--- src/rtl/alu_exec_if.sv ---
// Handshake bundle between the EX-stage control and the ALU execution unit.
// The master side presents operations and consumes results; the slave side is the unit.
interface alu_exec_if #(
    parameter int WIDTH   = 32,
    parameter int SHAMT_W = 5
);
    logic               in_valid;
    logic               in_ready;
    logic [2:0]         alu_op;
    logic [5:0]         funct;
    logic [SHAMT_W-1:0] shamt;
    logic [WIDTH-1:0]   operand_a;
    logic [WIDTH-1:0]   operand_b;
    logic               out_valid;
    logic               out_ready;
    logic [WIDTH-1:0]   result;
    logic               zero;
    logic               illegal;
    logic [WIDTH-1:0]   hi;
    logic [WIDTH-1:0]   lo;
    logic               busy;

    modport master (
        output in_valid, alu_op, funct, shamt, operand_a, operand_b, out_ready,
        input  in_ready, out_valid, result, zero, illegal, hi, lo, busy
    );

    modport slave (
        input  in_valid, alu_op, funct, shamt, operand_a, operand_b, out_ready,
        output in_ready, out_valid, result, zero, illegal, hi, lo, busy
    );
endinterface

--- src/rtl/alu_exec_unit.sv ---
// EX-stage ALU: decodes alu_op/funct, registers the result behind valid/ready, and runs
// iterative shift-add multiply and restoring divide into HI/LO.
module alu_exec_unit #(
    parameter int WIDTH      = 32,
    parameter int SHAMT_W    = 5,
    parameter int MUL_DIV_EN = 1
) (
    input  logic     clk,
    input  logic     reset,
    alu_exec_if.slave bus
);
    localparam logic MD = (MUL_DIV_EN != 0);
    localparam int   CW = $clog2(WIDTH + 1);

    typedef enum logic [2:0] {S_IDLE, S_EXEC, S_MUL, S_DIV, S_DONE} state_t;

    state_t state_reg, state_next;

    logic [2:0]         alu_op_reg;
    logic [5:0]         funct_reg;
    logic [SHAMT_W-1:0] shamt_reg;
    logic [WIDTH-1:0]   op_a_reg, op_b_reg;
    logic [CW-1:0]      count_reg;
    logic [2*WIDTH-1:0] acc_reg, mcand_reg;
    logic [WIDTH-1:0]   mplier_reg, rem_reg, quo_reg, divisor_reg;
    logic               neg_q_reg, neg_r_reg;
    logic [WIDTH-1:0]   result_reg, hi_reg, lo_reg;
    logic               zero_reg, illegal_reg;

    logic in_ready, accept, last;
    logic is_mul, is_div, is_signed;
    logic [WIDTH-1:0] alu_res;
    logic             alu_ill;

    assign in_ready = (state_reg == S_IDLE);
    assign accept   = bus.in_valid && in_ready;
    assign last     = (count_reg == CW'(WIDTH));

    function automatic logic [WIDTH-1:0] mag(input logic [WIDTH-1:0] v, input logic sgn);
        return (sgn && v[WIDTH-1]) ? -v : v;
    endfunction

    // Only mult/div leave the single-cycle path; with MUL_DIV_EN=0 they decode as illegal in EXEC.
    always_comb begin
        is_mul    = 1'b0;
        is_div    = 1'b0;
        is_signed = 1'b0;
        if (MD && bus.alu_op == 3'b100) begin
            case (bus.funct)
                6'b011000: begin is_mul = 1'b1; is_signed = 1'b1; end
                6'b011001: is_mul = 1'b1;
                6'b011010: begin is_div = 1'b1; is_signed = 1'b1; end
                6'b011011: is_div = 1'b1;
                default: ;
            endcase
        end
    end

    always_comb begin
        alu_res = '0;
        alu_ill = 1'b0;
        case (alu_op_reg)
            3'b000: alu_res = op_a_reg + op_b_reg;
            3'b001: alu_res = op_a_reg - op_b_reg;
            3'b010: alu_res = op_a_reg | op_b_reg;
            3'b011: alu_res = op_a_reg & op_b_reg;
            3'b101: alu_res = {{(WIDTH-1){1'b0}}, ($signed(op_a_reg) < $signed(op_b_reg))};
            3'b110: alu_res = {{(WIDTH-1){1'b0}}, (op_a_reg < op_b_reg)};
            3'b111: alu_res = op_a_reg ^ op_b_reg;
            default: begin
                case (funct_reg)
                    6'b100000: alu_res = op_a_reg + op_b_reg;
                    6'b100010: alu_res = op_a_reg - op_b_reg;
                    6'b100100: alu_res = op_a_reg & op_b_reg;
                    6'b100101: alu_res = op_a_reg | op_b_reg;
                    6'b100110: alu_res = op_a_reg ^ op_b_reg;
                    6'b100111: alu_res = ~(op_a_reg | op_b_reg);
                    6'b000000: alu_res = op_b_reg << shamt_reg;
                    6'b000010: alu_res = op_b_reg >> shamt_reg;
                    6'b000011: alu_res = $signed(op_b_reg) >>> shamt_reg;
                    6'b101010: alu_res = {{(WIDTH-1){1'b0}}, ($signed(op_a_reg) < $signed(op_b_reg))};
                    6'b101011: alu_res = {{(WIDTH-1){1'b0}}, (op_a_reg < op_b_reg)};
                    6'b010000: if (MD) alu_res = hi_reg; else alu_ill = 1'b1;
                    6'b010010: if (MD) alu_res = lo_reg; else alu_ill = 1'b1;
                    default:   alu_ill = 1'b1;
                endcase
            end
        endcase
    end

    // One restoring-division step: shift in the next dividend bit, subtract if it fits.
    logic [WIDTH:0]   div_shift;
    logic             div_fits;
    logic [WIDTH-1:0] div_sub;
    assign div_shift = {rem_reg, quo_reg[WIDTH-1]};
    assign div_fits  = (div_shift >= {1'b0, divisor_reg});
    assign div_sub   = div_shift[WIDTH-1:0] - divisor_reg;

    always_ff @(posedge clk) begin
        if (reset) state_reg <= S_IDLE;
        else       state_reg <= state_next;
    end

    always_comb begin
        state_next = state_reg;
        case (state_reg)
            S_IDLE: if (accept) state_next = is_mul ? S_MUL : (is_div ? S_DIV : S_EXEC);
            S_EXEC: state_next = S_DONE;
            S_MUL,
            S_DIV:  if (last) state_next = S_DONE;
            S_DONE: if (bus.out_ready) state_next = S_IDLE;
            default: state_next = S_IDLE;
        endcase
    end

    always_ff @(posedge clk) begin
        if (reset) begin
            result_reg  <= '0;
            zero_reg    <= 1'b0;
            illegal_reg <= 1'b0;
            hi_reg      <= '0;
            lo_reg      <= '0;
            count_reg   <= '0;
        end else begin
            case (state_reg)
                S_IDLE: if (accept) begin
                    alu_op_reg  <= bus.alu_op;
                    funct_reg   <= bus.funct;
                    shamt_reg   <= bus.shamt;
                    op_a_reg    <= bus.operand_a;
                    op_b_reg    <= bus.operand_b;
                    count_reg   <= '0;
                    acc_reg     <= '0;
                    mcand_reg   <= {{WIDTH{1'b0}}, mag(bus.operand_a, is_signed)};
                    mplier_reg  <= mag(bus.operand_b, is_signed);
                    rem_reg     <= '0;
                    quo_reg     <= mag(bus.operand_a, is_signed);
                    divisor_reg <= mag(bus.operand_b, is_signed);
                    neg_q_reg   <= is_signed && (bus.operand_a[WIDTH-1] ^ bus.operand_b[WIDTH-1]);
                    neg_r_reg   <= is_signed && bus.operand_a[WIDTH-1];
                end
                S_EXEC: begin
                    result_reg  <= alu_res;
                    zero_reg    <= (alu_res == '0);
                    illegal_reg <= alu_ill;
                end
                S_MUL: if (!last) begin
                    if (mplier_reg[0]) acc_reg <= acc_reg + mcand_reg;
                    mcand_reg  <= mcand_reg << 1;
                    mplier_reg <= mplier_reg >> 1;
                    count_reg  <= count_reg + CW'(1);
                end else begin
                    {hi_reg, lo_reg} <= neg_q_reg ? -acc_reg : acc_reg;
                    result_reg  <= '0;
                    zero_reg    <= 1'b1;
                    illegal_reg <= 1'b0;
                end
                S_DIV: if (!last) begin
                    rem_reg   <= div_fits ? div_sub : div_shift[WIDTH-1:0];
                    quo_reg   <= {quo_reg[WIDTH-2:0], div_fits};
                    count_reg <= count_reg + CW'(1);
                end else begin
                    // Divide by zero reports the raw dividend, not a sign-corrected magnitude.
                    if (divisor_reg == '0) begin
                        lo_reg <= '1;
                        hi_reg <= op_a_reg;
                    end else begin
                        lo_reg <= neg_q_reg ? -quo_reg : quo_reg;
                        hi_reg <= neg_r_reg ? -rem_reg : rem_reg;
                    end
                    result_reg  <= '0;
                    zero_reg    <= 1'b1;
                    illegal_reg <= 1'b0;
                end
                default: ;
            endcase
        end
    end

    assign bus.in_ready  = in_ready;
    assign bus.out_valid = (state_reg == S_DONE);
    assign bus.result    = result_reg;
    assign bus.zero      = zero_reg;
    assign bus.illegal   = illegal_reg;

    generate
        if (MUL_DIV_EN != 0) begin : g_md
            assign bus.hi   = hi_reg;
            assign bus.lo   = lo_reg;
            assign bus.busy = (state_reg == S_MUL) || (state_reg == S_DIV);
        end else begin : g_no_md
            assign bus.hi   = '0;
            assign bus.lo   = '0;
            assign bus.busy = 1'b0;
        end
    endgenerate
endmodule

--- src/flat_wrapper.sv ---
// flat-port wrapper written by rule: the top's interface ports become plain ports
module alu_exec_unit_flat 
#(
    parameter int WIDTH      = 32,
    parameter int SHAMT_W    = 5,
    parameter int MUL_DIV_EN = 1
)
  (clk, reset, bus_in_valid, bus_alu_op, bus_funct, bus_shamt, bus_operand_a, bus_operand_b, bus_out_ready, bus_in_ready, bus_out_valid, bus_result, bus_zero, bus_illegal, bus_hi, bus_lo, bus_busy);
  alu_exec_if #(.WIDTH(WIDTH), .SHAMT_W(SHAMT_W)) bus_i ();
  input  logic clk;
  input  logic reset;
  input wire logic [$bits(bus_i.in_valid)-1:0] bus_in_valid;
  input wire logic [$bits(bus_i.alu_op)-1:0] bus_alu_op;
  input wire logic [$bits(bus_i.funct)-1:0] bus_funct;
  input wire logic [$bits(bus_i.shamt)-1:0] bus_shamt;
  input wire logic [$bits(bus_i.operand_a)-1:0] bus_operand_a;
  input wire logic [$bits(bus_i.operand_b)-1:0] bus_operand_b;
  input wire logic [$bits(bus_i.out_ready)-1:0] bus_out_ready;
  output wire logic [$bits(bus_i.in_ready)-1:0] bus_in_ready;
  output wire logic [$bits(bus_i.out_valid)-1:0] bus_out_valid;
  output wire logic [$bits(bus_i.result)-1:0] bus_result;
  output wire logic [$bits(bus_i.zero)-1:0] bus_zero;
  output wire logic [$bits(bus_i.illegal)-1:0] bus_illegal;
  output wire logic [$bits(bus_i.hi)-1:0] bus_hi;
  output wire logic [$bits(bus_i.lo)-1:0] bus_lo;
  output wire logic [$bits(bus_i.busy)-1:0] bus_busy;
  assign bus_i.in_valid = bus_in_valid;
  assign bus_i.alu_op = bus_alu_op;
  assign bus_i.funct = bus_funct;
  assign bus_i.shamt = bus_shamt;
  assign bus_i.operand_a = bus_operand_a;
  assign bus_i.operand_b = bus_operand_b;
  assign bus_i.out_ready = bus_out_ready;
  assign bus_in_ready = bus_i.in_ready;
  assign bus_out_valid = bus_i.out_valid;
  assign bus_result = bus_i.result;
  assign bus_zero = bus_i.zero;
  assign bus_illegal = bus_i.illegal;
  assign bus_hi = bus_i.hi;
  assign bus_lo = bus_i.lo;
  assign bus_busy = bus_i.busy;
  alu_exec_unit #(.WIDTH(WIDTH), .SHAMT_W(SHAMT_W), .MUL_DIV_EN(MUL_DIV_EN)) u_core (.clk(clk), .reset(reset), .bus(bus_i));
endmodule
--- config.mk ---
export PLATFORM = sky130hd
export DESIGN_NAME = alu_exec_unit_flat
export DESIGN_NICKNAME = d
export VERILOG_FILES = /design/src/rtl/alu_exec_if.sv /design/src/rtl/alu_exec_unit.sv /design/src/flat_wrapper.sv
export SDC_FILE = /design/constraint.sdc
export NUM_CORES = 2
export LEC_CHECK = 0
export ABC_AREA = 0
export CORE_ASPECT_RATIO = 0.9
export CORE_UTILIZATION = 35
export CTS_CLUSTER_DIAMETER = 50
export DETAILED_ROUTE_END_ITERATION = 6
export SETUP_SLACK_MARGIN = 0.05
export SYNTH_ARGS = -nofsm -noshare
export SYNTH_HDL_FRONTEND = slang
export SYNTH_SLANG_ARGS = --single-unit
--- constraint.sdc ---
create_clock -name clk -period 34.4 [get_ports clk]
set_clock_uncertainty 0.2 [all_clocks]
set_input_delay 3.44 -clock clk [delete_from_list [all_inputs] [get_ports clk]]
set_output_delay 3.44 -clock clk [all_outputs]
set_load 0.02 [all_outputs]
Word level (Yosys, flattened, before mapping)
Cells that the tools add are included.

Bitwise logic cells: 6. Equal/unequal tests: 37. Shifts and indexed selects: 3. Add/subtract/negate cells: 10. Reductions and logical operators: 29. Multiplexer cells: 55. Order comparisons: 3.

Operators with widths (number): $mux 32 (18); $pmux 32 s13 (1); $mux 64 (6); $pmux 32 s2 (6); $pmux 64 s2 (2); $pmux 32 s7 (1); $neg 32->32 (4); $add 64x64->64 (1); $logic_not 32->1 (2); $lt 32x32->1 (2); $neg 64->64 (1); $sub 32x32->32 (2); $eq 6x6->1 const B (9); $eq 6x5->1 const B (6); $ge 33x32->1 (1); $add 32x32->32 (1); $and 32x32->32 (1); $not 32->32 (1); $or 32x32->32 (1); $shl 32x5->32 (1); $shr 32x5->32 (1); $sshr 32x5->32 (1); $xor 32x32->32 (1); $eq 3x3->1 const B (5); other kinds (27) (68).

Output and inout port bits: 101. Word-level logic and storage cells: 163. Input port bits: 82. Register bits after elaboration: 443.

Longest topological paths before layout
Word-level depth: 8. Mapped depth: 17. Depth with buffers taken out: 15.

Least setup slack after synthesis
No wires, ideal clock.

Path kind: input -> register. From: in reset. To: reg u_core.acc_reg[0], enable pin. Path buffers: 1. Setup slack: 9.786 ns. Arrival: 23.831 ns. Library setup time: 0.583 ns. Required time: 33.617 ns. Stages: 3. Cell sequence: clkbuf_1 a2111oi_0 a21boi_0.

Cells in the longest elaborated chain, start to end: 2.

RTL lines: start: declaration (RTL line flat_wrapper.sv:11) `input logic reset;`; $not 1->1 (no line); $reduce_and 5->1 (no line); end signal: assignment (RTL line alu_exec_unit.sv:148) `if (mplier_reg[0]) acc_reg <= acc_reg + mcand_reg;`; end: declaration (RTL line alu_exec_unit.sv:24) `logic [2*WIDTH-1:0] acc_reg, mcand_reg;`.

Every way passes these cells. A chain may end at the register's enable or synchronous reset.

Worst setup path in the final report
From: in bus_operand_a[4]. To: reg u_core.mcand_reg[30] (data pin).

Cells in the longest elaborated chain, start to end: 4.

RTL lines: start: declaration (RTL line flat_wrapper.sv:16) `input wire logic [$bits(bus_i.operand_a)-1:0] bus_operand_a;`; $neg 32->32 (RTL line alu_exec_unit.sv:40) `return (sgn && v[WIDTH-1]) ? -v : v;`; $mux 32 (RTL line alu_exec_unit.sv:40); $mux 64 (RTL line alu_exec_unit.sv:126) `S_IDLE: if (accept) begin`; $pmux 64 s2 (RTL line alu_exec_unit.sv:125) `case (state_reg)`; end signal: assignment (RTL line alu_exec_unit.sv:134) `mcand_reg <= {{WIDTH{1'b0}}, mag(bus.operand_a, is_signed)};`; end signal: assignment (RTL line alu_exec_unit.sv:149) `mcand_reg <= mcand_reg << 1;`; end: declaration (RTL line alu_exec_unit.sv:24).

Every way passes these cells. The select of a mux whose other input is x is not followed.

==> results.md <==
- Synth Net Count: 4742
- DP HPWL: 127.3 mm
- RSZ-0062 raised after global routing: false
- Worst Hold Depth: 2
- Outcome: complete, but fails checks
- NetSw: 0.6066 mW
- Reg2reg setup slack: 28.32 ns
- Postcts setup bufs: 0
- Tightest Pin Transition: 1.206 ns
- Post_cts resized: 0
- Top cell by count, worst path: nand2_1
- Synthesized area per cell: 8.538 um2
- WP data arrival: 6.76 ns
- Reg-to-Reg Start: u_core.op_a_reg[16]$_DFFE_PP_
- Detailed Route WL: 168.6 mm
- Total of max-cap violations: 0
- Final Hold Fails: 0
- Area grow syn2layout: 15.09%
- Sequential Power Share: 0.351
- Slowest CP cell: clkdlybuf4s50_1
- Most used DFF post-synth: edfxtp_1
- Die area: 109800 um2
- WP data required: 34.60 ns
- DR pass1 iterations: 7
- Post-synth EDFFs: 335
- Hold_ws: 0.2708 ns
- FP Rows: 114
- R2R depth: 13
- Achievable frequency: 152.5 MHz
- Pleak: 16.54 nW
- Crit start category: input port
- Min-Delay Endpoint: u_core.bus.result[14]$_SDFFE_PP0P_
- Max layer used: met5
- Max incr delay on CP: 0.49 ns
- Met1 wire length: 69.66 mm
- Via density: 6.228
- Tot GR Track Use: 0.2979
- Length of routed met2 wiring: 70.84 mm
- Distinct cells, synth: 91
- Initial Util: 0.3536
- Routed Antenna Nets: 0
- Flops & latches, synth: 442
- GP Congestion: 1.048
- Finished Layout Cells: 6004
- Gr ovfl total: 0
- DRC: 4
- Post-CTS Hold Fix Bufs: 0
- HP Start: u_core.bus.result[14]$_SDFFE_PP0P_
- Ys Warns: 0
- Vias in the first global route: 34210
- Die X: 349.2 um
- Initial drt markers: 4943
- Fin crit period: 6.558 ns
- Clock Power Share: 0.414
- Ports: 183
- Die Y: 314.5 um
- Initial antenna violation count: 7
- Hold crit path type: reg2reg
- Crit path max fanout: 4
- Final instance area: 43710 um2
- Fin nets: 4784
- Final Max Tran Viols: 0
- H-tree depth: 3
- Combinational power share: 0.235
- Final worst path period share: 0.1906
- Clock Root Buffer: clkbuf_16
- Buffers on Ports: 182
- Metal3 WL: 19.43 mm
- Final setup vio count: 0
- Peak VDD IR: 0.00003456 V
- Clock Latency Late Sink: 0.68 ns
- Worst setup path class: in2reg
- Inst Count DP: 5868
- Setup TNS: 0 ns
- Via Count: 37390
- CP Capture Type: flop
- Core box area: 107400 um2
- First-pass GRT wire length: 241.6 mm
- Layout cells sized above 1: 0.07872
- Pwr/cell area: 42.00 nW/um2
- Failing checks: design-rule violations
- Internal power: 1.229 mW
- Inserted Clock Buffers: 70
- Post-synthesis sequential area ratio: 0.3213
- Worst r2r dst: u_core.bus.zero$_SDFFE_PP0P_
- Drt wl/cell: 28.09 um
- Mapped Cells: 4448
- Mapped Area: 37980 um2
- CP Launch Point: bus_operand_a[4]
- CP cell instances: clkdlybuf4s50_1 -> nor4_1 -> nand2b_1 -> nor2_1 -> and3_1 -> nand2_1 -> nor3_1 -> nand2_1 -> o41ai_1 -> o21ai_0 -> xor2_1 -> nand2_1 -> nand2_1
- Sw Ratio: 0.3305
- Largest net degree at the start of global routing: 98
- Clk slew on worst S/H paths: 0.05 ns
- Relative slew slack: 0.1910
- # clock sinks: 442
- Ys async rst share: 0
- CTS max path bufs: 3
- CTS tree: built
- DP Area: 41210 um2
==> metrics by stage <==
stage          setup slack (ns)    util  power [mW]
4_1_cts                   27.86  0.4068       1.835
3_5_place_dp              27.20  0.3837       1.070
6_report                  27.84  0.4069       1.836
3_3_place_gp              27.26  0.3837       1.072
2_1_floorplan             9.786       -      0.9282
5_1_grt                   27.46  0.4068       1.897
==> synth_stat cells (all sizes together) (13+ instances only) <==
cell,number,share of area
nand4,36,0.0059
a221o,15,0.0040
inv,166,0.016
a21oi,367,0.048
ha,208,0.069
a21o,88,0.017
o31a,13,0.0030
a22oi,19,0.0038
o211ai,39,0.0077
o21bai,15,0.0030
xor2,184,0.042
o41ai,24,0.0059
nor3,83,0.011
or4,23,0.0045
nand3,77,0.010
xnor2,149,0.034
mux2,44,0.013
o22ai,38,0.0063
a2111oi,15,0.0035
o31ai,73,0.015
nor2b,45,0.0074
nand2b,45,0.0080
buf,58,0.0070
mux4,49,0.029
and3,65,0.011
o221ai,13,0.0030
a31oi,44,0.0072
or3,57,0.010
or2,23,0.0038
a222oi,15,0.0040
o21a,33,0.0065
mux2i,121,0.032
nor2,625,0.062
a221oi,60,0.014
clkbuf,236,0.023
edfxtp,335,0.26
o21ai,258,0.034
nand2,266,0.026
dfxtp,107,0.056
nor4,41,0.0068
and2,33,0.0054
a211oi,94,0.019
==> cells in the final DEF, fill, tap and decap left out, drive strengths merged, types with 39 or more instances in the layout <==
master         instances
buf                   83
nor4                  41
xnor2                149
dfxtp                107
mux2i                121
o21ai                258
a221oi                60
nand2                266
nor3                  83
inv                  177
clkbuf                83
clkdlybuf4s50        181
mux4                  49
ha                   208
a21o                  88
nor2                 625
nor2b                 45
o211ai                39
edfxtp               335
xor2                 184
and3                  65
mux2                  44
or3                   57
a211oi                94
o31ai                 73
nand3                 77
a21oi                367
nand2b                45
a31oi                 44
==> area by class of cell <==
type                    count  area, um2
diodes                      6      15.01
clock inverters            47      651.9
multi-input cells        3543      24110
repair buffers            264       2447
well taps                1450       1814
clock buffers              83       1831
inverters                 169      634.4
fillers                 10710      63700
flip-flops and latches    442      12200
==> logic make-up (layout without fill, tap and decap cells) <==
logic type / after synthesis / after routing / share of synthesized area
simple gates: 1458 / 1458 / 0.1809
compound gates: 1326 / 1326 / 0.2294
buf+inv: 463 / 563 / 0.04701
flops: 442 / 442 / 0.3213
xor+xnor: 333 / 333 / 0.07680
mux: 214 / 214 / 0.07400
fa+ha+maj: 212 / 212 / 0.07064
other cells: 0 / 6 / 0
==> routing by layer <==
metal,GRT usage,vias up
met5,0,-
met4,0.1399,4
met3,0.07894,408
met2,0.4350,2151
met1,0.4069,18200
li1,-,16630
==> power groups by stage <==
stage          registers [mW]  clock network (mW)  logic [mW]
2_1_floorplan           0.644                   0       0.284
3_3_place_gp            0.652                   0       0.420
3_5_place_dp            0.652                   0       0.418
4_1_cts                 0.641               0.772       0.421
5_1_grt                 0.644               0.793       0.460
6_report                0.643               0.760       0.432
==> how the worst max path moves through the flow <==
stage / end / slack [ns] / depth (start not counted)
after floorplan: u_core.acc_reg[0]$_SDFFCE_PN0P_ / 9.79 / 3
after global placement: u_core.mcand_reg[30]$_DFFE_PP_ / 27.26 / 13
after detailed placement: u_core.mcand_reg[30]$_DFFE_PP_ / 27.20 / 13
after CTS: u_core.mcand_reg[30]$_DFFE_PP_ / 27.86 / 13
after global routing: u_core.mcand_reg[30]$_DFFE_PP_ / 27.46 / 13
final: u_core.mcand_reg[30]$_DFFE_PP_ / 27.84 / 13
==> critical path: cells and delay by family <==
family / cells / cell delay (ns)
XOR/XNOR: 1 / 0.19
AND/OR/NAND/NOR: 9 / 2.01
buffers and inverters: 1 / 0.49
AO/OA/AOI/OAI: 2 / 0.60
Note: power is estimated with default switching activity, not from simulation.
